<file path="config.mk">
export PLATFORM = sky130hd
export DESIGN_NAME = si53xx_spi_responder
export DESIGN_NICKNAME = d
export VERILOG_FILES = /design/src/rtl/si53xx_pkg.sv /design/src/rtl/si53xx_spi_pin_sync.sv /design/src/rtl/si53xx_spi_responder.sv
export SDC_FILE = /design/constraint.sdc
export NUM_CORES = 2
export LEC_CHECK = 0
export ABC_AREA = 1
export BUFFER_PORTS_ARGS = -buffer_cell sky130_fd_sc_hd__buf_4
export CAP_MARGIN = 20
export CORE_ASPECT_RATIO = 1.25
export CORE_MARGIN = 4
export CORE_UTILIZATION = 40
export CTS_CLUSTER_SIZE = 14
export DETAILED_ROUTE_END_ITERATION = 8
export HOLD_SLACK_MARGIN = 0.05
export PLACE_DENSITY = 0.57
export SETUP_SLACK_MARGIN = 0.3
export SYNTH_ARGS = -nofsm -noshare
export SYNTH_HDL_FRONTEND = slang
export SYNTH_SLANG_ARGS = --single-unit
</file>
<file path="constraint.sdc">
create_clock -name clk -period 3.7 [get_ports clk]
set_input_delay 0.37 -clock clk [delete_from_list [all_inputs] [get_ports clk]]
set_output_delay 0.37 -clock clk [all_outputs]
set_load 0.01 [all_outputs]
</file>
<file path="src/rtl/si53xx_pkg.sv">
// Shared constants, FSM state type and opcode helpers for the Si53xx SPI responder.
package si53xx_pkg;

    localparam int FRAME_BITS = 16;
    localparam int HALF_BITS  = FRAME_BITS / 2;

    localparam logic [7:0] OP_SETADDR   = 8'h00;
    localparam logic [7:0] OP_WRITE     = 8'h40;
    localparam logic [7:0] OP_WRITE_INC = 8'hC0;
    localparam logic [7:0] OP_READ      = 8'h80;
    localparam logic [7:0] OP_READ_INC  = 8'hA0;

    typedef enum logic [1:0] {
        ST_IDLE,
        ST_CMD,
        ST_DATA,
        ST_DONE
    } state_e;

    function automatic logic op_is_read(input logic [7:0] op);
        return (op == OP_READ) || (op == OP_READ_INC);
    endfunction

    function automatic logic op_is_write(input logic [7:0] op);
        return (op == OP_WRITE) || (op == OP_WRITE_INC);
    endfunction

    function automatic logic op_is_inc(input logic [7:0] op);
        return (op == OP_WRITE_INC) || (op == OP_READ_INC);
    endfunction

    function automatic logic op_is_known(input logic [7:0] op);
        return (op == OP_SETADDR) || op_is_write(op) || op_is_read(op);
    endfunction

endpackage

</file>
<file path="src/rtl/si53xx_spi_pin_sync.sv">
// Multi-bit pin synchronizer with rise/fall detection from the last two synchronized samples.
module spi_pin_sync #(
    parameter int SYNC_STAGES = 2,
    parameter int WIDTH       = 1
) (
    input  logic             clk,
    input  logic             reset_n,
    input  logic [WIDTH-1:0] pin_i,
    output logic [WIDTH-1:0] level_o,
    output logic [WIDTH-1:0] rise_o,
    output logic [WIDTH-1:0] fall_o
);

    logic [WIDTH-1:0] sync_q [SYNC_STAGES];
    logic [WIDTH-1:0] prev_q;

    // Chain resets low so a chip select already low at release never looks like a falling edge.
    always_ff @(posedge clk or negedge reset_n) begin
        if (!reset_n) begin
            for (int i = 0; i < SYNC_STAGES; i++) sync_q[i] <= '0;
            prev_q <= '0;
        end else begin
            sync_q[0] <= pin_i;
            for (int i = 1; i < SYNC_STAGES; i++) sync_q[i] <= sync_q[i-1];
            prev_q <= sync_q[SYNC_STAGES-1];
        end
    end

    assign level_o = sync_q[SYNC_STAGES-1];
    assign rise_o  = sync_q[SYNC_STAGES-1] & ~prev_q;
    assign fall_o  = ~sync_q[SYNC_STAGES-1] & prev_q;

endmodule

</file>
<file path="src/rtl/si53xx_spi_responder.sv">
// Si53xx register-access SPI slave: 256x8 register file, instruction decoder and
// mode-0 shift logic, all running in the oversampling system clock domain.
module si53xx_spi_responder
    import si53xx_pkg::*;
#(
    parameter logic [7:0] DEV_ID      = 8'h16,
    parameter logic [7:0] ID_ADDR     = 8'h00,
    parameter int         SYNC_STAGES = 2
) (
    input  logic       clk,
    input  logic       reset_n,
    input  logic       nCS,
    input  logic       sclk,
    input  logic       sdi,
    output logic       sdo,
    output logic       sdo_oe,
    output logic [7:0] cur_addr,
    output logic       wr_strobe,
    output logic [7:0] wr_addr,
    output logic [7:0] wr_data,
    output logic       frame_err
);

    logic [2:0] pin_lvl, pin_rise, pin_fall;

    spi_pin_sync #(
        .SYNC_STAGES(SYNC_STAGES),
        .WIDTH      (3)
    ) u_pin_sync (
        .clk    (clk),
        .reset_n(reset_n),
        .pin_i  ({sdi, sclk, nCS}),
        .level_o(pin_lvl),
        .rise_o (pin_rise),
        .fall_o (pin_fall)
    );

    logic ncs_lvl, ncs_rise, ncs_fall, sclk_rise, sclk_fall, sdi_s;
    logic sync_unused;

    assign ncs_lvl     = pin_lvl[0];
    assign ncs_rise    = pin_rise[0];
    assign ncs_fall    = pin_fall[0];
    assign sclk_rise   = pin_rise[1];
    assign sclk_fall   = pin_fall[1];
    assign sdi_s       = pin_lvl[2];
    assign sync_unused = ^{pin_lvl[1], pin_rise[2], pin_fall[2]};

    state_e     state_q, state_d;
    logic [3:0] edge_cnt_q, edge_cnt_d;
    logic [7:0] shift_in_q, shift_in_d;
    logic [7:0] instr_q, instr_d;
    logic [7:0] shift_out_q, shift_out_d;
    logic       extra_q, extra_d;
    logic       sdo_q, sdo_d;
    logic       sdo_oe_q, sdo_oe_d;
    logic [7:0] cur_addr_q, cur_addr_d;
    logic       wr_strobe_q, wr_strobe_d;
    logic [7:0] wr_addr_q, wr_addr_d;
    logic [7:0] wr_data_q, wr_data_d;
    logic       frame_err_q, frame_err_d;

    logic [7:0] regs_q [256];
    logic [7:0] rx_byte;
    logic [7:0] rd_data;
    logic       reg_we;

    assign rx_byte = {shift_in_q[6:0], sdi_s};
    assign rd_data = (cur_addr_q == ID_ADDR) ? DEV_ID : regs_q[cur_addr_q];

    // NOTE: every variable gets its hold value first so no path through this block infers a latch.
    always_comb begin
        state_d     = state_q;
        edge_cnt_d  = edge_cnt_q;
        shift_in_d  = shift_in_q;
        instr_d     = instr_q;
        shift_out_d = shift_out_q;
        extra_d     = extra_q;
        sdo_d       = sdo_q;
        cur_addr_d  = cur_addr_q;
        wr_strobe_d = 1'b0;
        wr_addr_d   = wr_addr_q;
        wr_data_d   = wr_data_q;
        frame_err_d = 1'b0;
        reg_we      = 1'b0;

        if (ncs_rise) begin
            state_d     = ST_IDLE;
            sdo_d       = 1'b0;
            shift_out_d = '0;
            case (state_q)
                ST_CMD, ST_DATA: frame_err_d = 1'b1;
                ST_DONE:         frame_err_d = extra_q || !op_is_known(instr_q);
                default:         frame_err_d = 1'b0;
            endcase
        end else begin
            if (sclk_fall && state_q != ST_IDLE) begin
                sdo_d       = shift_out_q[7];
                shift_out_d = {shift_out_q[6:0], 1'b0};
            end

            case (state_q)
                ST_IDLE: begin
                    if (ncs_fall) begin
                        state_d     = ST_CMD;
                        edge_cnt_d  = '0;
                        extra_d     = 1'b0;
                        shift_out_d = '0;
                        sdo_d       = 1'b0;
                    end
                end
                ST_CMD: begin
                    if (sclk_rise) begin
                        shift_in_d = rx_byte;
                        edge_cnt_d = edge_cnt_q + 4'd1;
                        if (edge_cnt_q == 4'(HALF_BITS - 1)) begin
                            state_d     = ST_DATA;
                            instr_d     = rx_byte;
                            shift_out_d = op_is_read(rx_byte) ? rd_data : 8'h00;
                        end
                    end
                end
                ST_DATA: begin
                    if (sclk_rise) begin
                        shift_in_d = rx_byte;
                        edge_cnt_d = edge_cnt_q + 4'd1;
                        if (edge_cnt_q == 4'(FRAME_BITS - 1)) begin
                            state_d = ST_DONE;
                            if (instr_q == OP_SETADDR) cur_addr_d = rx_byte;
                            if (op_is_write(instr_q)) begin
                                wr_strobe_d = 1'b1;
                                wr_addr_d   = cur_addr_q;
                                wr_data_d   = rx_byte;
                                reg_we      = (cur_addr_q != ID_ADDR);
                            end
                            if (op_is_inc(instr_q)) cur_addr_d = cur_addr_q + 8'd1;
                        end
                    end
                end
                ST_DONE: begin
                    if (sclk_rise) extra_d = 1'b1;
                end
                default: state_d = ST_IDLE;
            endcase
        end

        sdo_oe_d = !ncs_lvl && (state_d != ST_IDLE);
    end

    // NOTE: sequential state uses non-blocking assignments so all flops sample the same pre-edge values.
    always_ff @(posedge clk or negedge reset_n) begin
        if (!reset_n) begin
            state_q     <= ST_IDLE;
            edge_cnt_q  <= '0;
            shift_in_q  <= '0;
            instr_q     <= '0;
            shift_out_q <= '0;
            extra_q     <= 1'b0;
            sdo_q       <= 1'b0;
            sdo_oe_q    <= 1'b0;
            cur_addr_q  <= '0;
            wr_strobe_q <= 1'b0;
            wr_addr_q   <= '0;
            wr_data_q   <= '0;
            frame_err_q <= 1'b0;
        end else begin
            state_q     <= state_d;
            edge_cnt_q  <= edge_cnt_d;
            shift_in_q  <= shift_in_d;
            instr_q     <= instr_d;
            shift_out_q <= shift_out_d;
            extra_q     <= extra_d;
            sdo_q       <= sdo_d;
            sdo_oe_q    <= sdo_oe_d;
            cur_addr_q  <= cur_addr_d;
            wr_strobe_q <= wr_strobe_d;
            wr_addr_q   <= wr_addr_d;
            wr_data_q   <= wr_data_d;
            frame_err_q <= frame_err_d;
        end
    end

    // NOTE: the register file must read back as zero after reset, so it is built from resettable flops rather than a RAM.
    always_ff @(posedge clk or negedge reset_n) begin
        if (!reset_n) begin
            for (int i = 0; i < 256; i++) regs_q[i] <= '0;
        end else if (reg_we) begin
            regs_q[cur_addr_q] <= rx_byte;
        end
    end

    assign sdo       = sdo_q;
    assign sdo_oe    = sdo_oe_q;
    assign cur_addr  = cur_addr_q;
    assign wr_strobe = wr_strobe_q;
    assign wr_addr   = wr_addr_q;
    assign wr_data   = wr_data_q;
    assign frame_err = frame_err_q;

endmodule

</file>
# Word-level counts from Yosys, hierarchy flattened

Index checks and enable logic that the tools add are counted.

Equality and inequality tests: 14
Add/sub/neg operators: 2
Bitwise logic cells: 6
Reduce and logical (&&, ||, !) cells: 28
$lt $le $gt $ge: 2
Multiplexer cells: 45

Operator list:

| cell                                               | count |
|---|---|
| bitwise mux 2048 bit                               | 1 |
| two-way mux 8 bit                                  | 12 |
| binary-select mux 8 bit (select 8 bit)             | 1 |
| demux 8 bit (select 8 bit)                         | 1 |
| == test 8 bit, second input constant               | 5 |
| two-way mux 1 bit                                  | 17 |
| zero test 8 bit                                    | 2 |
| case mux 8 bit (2 select lines)                    | 1 |
| two-way mux 2 bit                                  | 6 |
| AND reduction 4 bit                                | 3 |
| AND reduction 5 bit                                | 2 |
| nonzero test 2 bit                                 | 5 |
| >= comparator 9 bit, second input constant         | 1 |
| < comparator 9 x 1 -> 1 bit, second input constant | 1 |
| NOT 8 -> 9 bit                                     | 1 |
| adder 8 x 1 -> 8 bit, second input constant        | 1 |
| == test 8 x 7 -> 1 bit, second input constant      | 1 |
| two-way mux 4 bit                                  | 2 |
| case mux 4 bit (2 select lines)                    | 1 |
| nonzero test 8 bit                                 | 1 |
| logical OR 1 bit                                   | 7 |
| case mux 2 bit (3 select lines)                    | 1 |
| adder 4 x 1 -> 4 bit, second input constant        | 1 |
| AND 2 bit                                          | 2 |
| other kinds (14)                                   | 21 |

Logic and storage cells: 369
Bits in registers: 2114
Output and inout port bits: 28

# Depth between registers and ports, before layout

Depth in word-level cells: 10
Gate-level depth with buffers: 22

# Cells and area by module

From an unflattened synthesis, not the netlist that was laid out.

Cell total of the unflattened synthesis: 12439
Area, all modules: 96976.8 um^2

Modules (own cells, without submodules):

| module               | cells each | times used | seq. area each (um^2) | area an instance (um^2) |
|---|---|---|---|---|
| si53xx_spi_responder | 12415      | 1          | 52700.5               | 96684.0 |
| spi_pin_sync         | 24         | 1          | 225.2                 | 292.8 |

# Worst setup path after synthesis

Ideal clock, no wire load.

Path type: reg-to-reg
Start: register cur_addr_q[0], in the netlist cur_addr[0]
End: register regs_q[1912] (netlist name)
Data required time: 3.582 ns
Clock period less this slack: 3.371 ns
Setup slack: 0.329 ns
Data arrival time: 3.253 ns
Cell stages (with the launch flop): 22
Buffers on the path: 8
Library setup time: 0.118 ns
Path through: dfrtp_1 > buf_2 > inv_1 > buf_2 > buf_2 > buf_2 > buf_2 > buf_4 > ha_1 > inv_1 > nor2_1 > inv_2 > nor2_2 > inv_2 > nand2_4 > nor2_4 > nand2_2 > buf_6 > nor2_2 > buf_4 > a21oi_1 > inv_1

Cells in the longest elaborated chain, start to end: 6
Elaborated cells between the ends (all ways): 13
Classes of those cells: order compare: 2; mux: 8; bitwise: 1; reduce/logical: 2

RTL lines:

| what                                                                                | line                                                     | source |
|---|---|---|
| from (decl)                                                                         | si53xx_spi_responder.sv:57                               | `logic [7:0] cur_addr_q, cur_addr_d;` |
| from (signal assigned)                                                              | si53xx_spi_responder.sv:175                              | `cur_addr_q <= cur_addr_d;` |
| NOT 8 -> 9 bit (not written as such) / nonzero test 8 bit (equally long branches)   | si53xx_spi_responder.sv:188, si53xx_spi_responder.sv:134 |  |
| >= comparator 9 bit (not written as such), or another cell as far along             | si53xx_spi_responder.sv:188                              | `regs_q[cur_addr_q] <= rx_byte;` |
| logical AND 1 bit (not written as such) / two-way mux 1 bit (equally long branches) | si53xx_spi_responder.sv:188, si53xx_spi_responder.sv:127 |  |
| two-way mux 8 bit (not written as such) / two-way mux 1 bit (equally long branches) | si53xx_spi_responder.sv:188, si53xx_spi_responder.sv:124 |  |
| demux 8 bit (select 8 bit) / two-way mux 1 bit (equally long branches)              | si53xx_spi_responder.sv:188, si53xx_spi_responder.sv:102 |  |
| bitwise mux 2048 bit / two-way mux 1 bit (equally long branches)                    | si53xx_spi_responder.sv:188, si53xx_spi_responder.sv:87  |  |
| to (signal, indexed assignment)                                                     | si53xx_spi_responder.sv:188                              |  |
| to (decl)                                                                           | si53xx_spi_responder.sv:63                               | `logic [7:0] regs_q [256];` |

Several ways; a longest one is shown, not always the timed one.
A chain may end at the register's enable or synchronous reset.

# Final worst setup path

Start: register cur_addr_q[0], in the netlist cur_addr[0]
End: register shift_out_q[0]

Cells in the longest elaborated chain, start to end: 10
Elaborated cells between the ends (all ways): 11
Classes of those cells: mux: 9; bitwise: 1; reduce/logical: 1

RTL lines:

| what                                                 | line                        | source |
|---|---|---|
| NOT 8 -> 9 bit (not written as such)                 | si53xx_spi_responder.sv:69  | `assign rd_data = (cur_addr_q == ID_ADDR) ? DEV_ID : regs_q[cur_addr_q];` |
| binary-select mux 8 bit (select 8 bit)               | si53xx_spi_responder.sv:69  |  |
| two-way mux 8 bit (not written as such) (2 in a row) | si53xx_spi_responder.sv:69  |  |
| two-way mux 8 bit *                                  | si53xx_spi_responder.sv:69  |  |
| two-way mux 8 bit *                                  | si53xx_spi_responder.sv:119 | `shift_out_d = op_is_read(rx_byte) ? rd_data : 8'h00;` |
| two-way mux 8 bit *                                  | si53xx_spi_responder.sv:116 | `if (edge_cnt_q == 4'(HALF_BITS - 1)) begin` |
| two-way mux 8 bit *                                  | si53xx_spi_responder.sv:113 | `if (sclk_rise) begin` |
| case mux 8 bit (2 select lines) *                    | si53xx_spi_responder.sv:102 | `case (state_q)` |
| two-way mux 8 bit *                                  | si53xx_spi_responder.sv:87  | `if (ncs_rise) begin` |
| named net shift_out_d[0]                             | si53xx_spi_responder.sv:53  | `logic [7:0] shift_out_q, shift_out_d;` |
| to (signal assigned)                                 | si53xx_spi_responder.sv:171 | `shift_out_q <= shift_out_d;` |
| to (decl)                                            | si53xx_spi_responder.sv:53  |  |

The timed path passes the listed nets; every way through them passes the cells marked *. The select of a mux whose other input is x is not followed.

==> results.py <==
metrics = {
    "global_route": {
        "antenna_found_initial": 4,
        "grt_pass1_vias": 81020,
        "grt_pass1_wl_um": 511000,
        "grt_overflow": 0,
        "grt.total_usage": 0.250,
        "grt_max_degree": 152,
    },
    "final_layout": {
        "finalNetCount": 13249,
        "syn2layout_area_growth_pct": 11.3,
        "final_area_mm2": 0.113,
        "fill_cells": 25589,
        "drive_above_1_share": 0.0704,
    },
    "critical_path": {
        "critPathArrivalTime_ps": 4120,
        "regToRegStartpoint": "cur_addr[0]$_DFFE_PN0P_",
        "worstPathBufferInverterCount": 4,
        "crit_fanout": 30,
        "end_kind": "register",
        "worstPathRequired_ps": 4470,
        "path_cells": "inv_8, buf_12, buf_12, buf_4, nand2_1, nand3_1, nand2_1, nand2_1, nand2_1, o21ai_0, nand2_1, nor2_1, nor2_1, nor2_1, nand2_1, nand2_1, a21oi_1",
        "cp_top_family": "simple AND/OR/NAND/NOR gates",
        "slowest_stage": "dfrtp_4",
        "cp.depth": 17,
        "critPathKind": "register to register",
        "reg2reg_depth": 17,
        "cp_slowest_stage_delay_ps": 590,
        "critPathMostFrequentCell": "nand2_1",
        "startpoint": "cur_addr[0]$_DFFE_PN0P_",
        "cp-start-kind": "register",
    },
    "sta": {
        "max_slew_margin": 0.272,
        "tightest_slew_ps": 1090,
        "finalCritPeriodShare": 0.904,
        "post-route-min-period_ps": 3350,
        "max_freq_mhz": 299,
        "clock_skew_ps": 64.5,
        "rsz0062_at_grt": "false",
        "setup_tns_ps": 0,
        "slew_violations": 0,
        "hold_viol": 0,
        "setup_violations": 0,
    },
    "synthesis": {
        "synthesis.area_mm2": 0.102,
        "synth_nets": 13575,
        "ys_seq_area_frac": 0.521,
        "synth_top_cell_area_share": 0.521,
        "yosysWarnings": 0,
        "synth_seq_cells": 2114,
        "synth.area.top_cells": "dfrtp_1 (52%), nand2_1 (15%), o21ai_0 (11%)",
        "synth.largest_area_cell": "dfrtp_1",
        "syn_avg_cell_area_um2": 7.49,
        "synth_cell_types": 38,
        "synth_cells": 13560,
    },
    "floorplanning": {
        "initial_utilization": 0.403,
        "core_region_area_mm2": 0.252,
        "dieArea_mm2": 0.262,
        "die_w_um": 459,
        "rows": 206,
        "fp.dieH_um": 572,
        "io_pins": 33,
    },
    "routing": {
        "drc": 0,
        "top_layer_used": "met4",
        "vias": 85459,
        "wirelength_um": 331000,
        "wire_per_inst_um": 19.8,
        "postRouteAntennaNets": 0,
        "route.met2.wl_um": 155000,
        "dr_wl_met3_um": 16700,
        "vias_per_cell": 5.11,
        "drt_first_pass_iters": 6,
        "drtIter0Drc": 8266,
        "met1_length_um": 144000,
    },
    "min_path": {
        "min_from": "nCS",
        "worstHoldPathCells": 2,
        "hold_path_class": "primary input to register",
    },
    "pwr": {
        "leakage_nw": 57.2,
        "p_per_area_mw_per_mm2": 436,
        "ir_drop_v": 0.000376,
    },
    "clocking": {
        "post-cts-setup-buffers": 0,
        "cts_tree": "built",
        "htree_levels": 4,
        "clockBufferDepth": 4,
        "cts.reportedPaths.clkPinSlew_ps": 60,
        "cts.sinks": 2114,
        "cts-buffers-inserted": 224,
        "clock_latency_ps": 900,
        "root_buffer": "clkbuf_16",
    },
    "placement": {
        "place.gp.congestion": 0.867,
        "place_hpwl_um": 204000,
        "port_buffers": 32,
        "post_dp_cell_area_mm2": 0.106,
    },
    "run_status": {
        "status": "complete, no violations",
    },
    "run": {
        "max_cap_viol_count": 0,
    },
}
final timing paths:
path                                                   end  slack, ps
max                               shift_out_q[0]$_DFF_PN0_        350
min                         u_pin_sync.sync_q[3]$_DFF_PN0_        150
max reg2reg                       shift_out_q[0]$_DFF_PN0_        350
min reg2reg                u_pin_sync.level_o[0]$_DFF_PN0_        350
max in group asynchronous           regs_q[29]$_DFFE_PN0P_       2270
min in group asynchronous         regs_q[1474]$_DFFE_PN0P_        290
state kept, by name, indices dropped and copies added, names as in the netlist:
signal	flops
regs_q	2048
wr_strobe	1
u_pin_sync.level_o	3
shift_in_q	7
shift_out_q	8
state_q	2
sdo	1
wr_addr	8
u_pin_sync.prev_q	2
u_pin_sync.sync_q	3
frame_err	1
extra_q	1
instr_q	8
sdo_oe	1
edge_cnt_q	4
cur_addr	8
wr_data	8
final cells by class:
class / count / area (um2) / share of cell area
clock inverters: 61 / 522 / 0.00461
multi-input cells: 9116 / 39600 / 0.350
inverters: 1398 / 5330 / 0.0471
well taps: 3328 / 4160 / 0.0368
diodes: 1 / 2.50 / 0.0000221
repair buffers: 380 / 3830 / 0.0338
flip-flops and latches: 2114 / 52900 / 0.468
clock buffers: 340 / 6720 / 0.0594
cells in the final DEF, fill, tap and decap left out, types with 107 or more instances in the layout:
master / Yosys / routed
clkbuf_16: 0 / 227
a21oi_1: 590 / 590
inv_1: 1388 / 1378
nor2_1: 1579 / 1558
o21ai_0: 2316 / 2312
dfrtp_1: 2114 / 2104
nand2_2: 104 / 107
buf_4: 2 / 298
nand2_1: 4039 / 4035
nand3_1: 258 / 258
power by group:
part,internal (mW),total (mW),switching (mW),leakage [nW]
Combinational,0.367,3.27,2.91,24.1
Clock,12.9,22.5,9.66,3.60
Sequential,23.2,23.5,0.293,29.5
cell families after synthesis:
| logic type | share of synthesized area |
|---|---|
| AOI/OAI and AO/OA | 0.152 |
| and+or+nand+nor | 0.235 |
| adders and majority gates | 0.00123 |
| xor gates and xnor gates | 0.000345 |
| DFF | 0.521 |
| buffers and inverters | 0.0913 |
synthesized netlist by cell type:
cell type and count:
nor4_4 1, nor3_4 1, o21bai_1 1, nor2_2 3, nor2_4 50, nand2_1 4039
nand2_2 104, o22ai_1 24, ha_1 10, o21a_1 2, nand4_1 20, nor3_2 2
nor3_1 8, o31ai_1 1, buf_6 15, a31oi_1 3, a211oi_1 3, inv_2 9
nand3_1 258, a22oi_1 3, xnor2_1 1, nand2_4 1, buf_1 42, nor4_1 5
a21oi_1 590, a21boi_0 1, inv_1 1388, o21ai_1 10, clkinv_1 1, dfrtp_1 2114
buf_4 2, o21ai_0 2316, buf_2 320, nor3b_1 1, o211ai_1 74, clkbuf_1 555
nor2_1 1579, xor2_1 3
layer usage:
| layer | GRT usage | vias up |
|---|---|---|
| met5 | 0 | - |
| met4 | 0.104 | 0 |
| met3 | 0.0273 | 573 |
| met2 | 0.410 | 2213 |
| met1 | 0.338 | 41058 |
| li1 | - | 41615 |
repair_timing:
| action | 4_1_cts | 5_1_grt |
|---|---|---|
| pin swaps | 1 | 1 |
| hold buffers | 5 | 0 |
| cloned | 1 | 1 |
| hold endpoints to repair | 976 | 0 |
| resized for setup | 0 | 11 |
| endpoints found under the setup margin | 1 | 152 |
through the flow:
step | hold slack (ps) | total power, mW | utilization | std cells | worst slack (ps)
2_1_floorplan | 74.4 | 25.1 | - | 13560 | 329
3_3_place_gp | 297 | 27.2 | 0.419 | 16329 | 309
3_5_place_dp | 294 | 27.2 | 0.419 | 16329 | 319
4_1_cts | 82.7 | 49.8 | 0.448 | 16736 | 289
5_1_grt | 119 | 50.9 | 0.448 | 16738 | 307
6_report | 145 | 49.3 | 0.448 | 16738 | 354
worst reg2reg max path, stage by stage, from the launching register on:
cell	delay, ps
dfrtp_4	590
inv_8	170
buf_12	180
buf_12	200
buf_4	300
nand2_1	90
nand3_1	80
nand2_1	100
nand2_1	90
nand2_1	200
o21ai_0	560
nand2_1	170
nor2_1	150
nor2_1	80
nor2_1	110
nand2_1	80
nand2_1	60
a21oi_1	60
(Power assumes the default switching activity.)
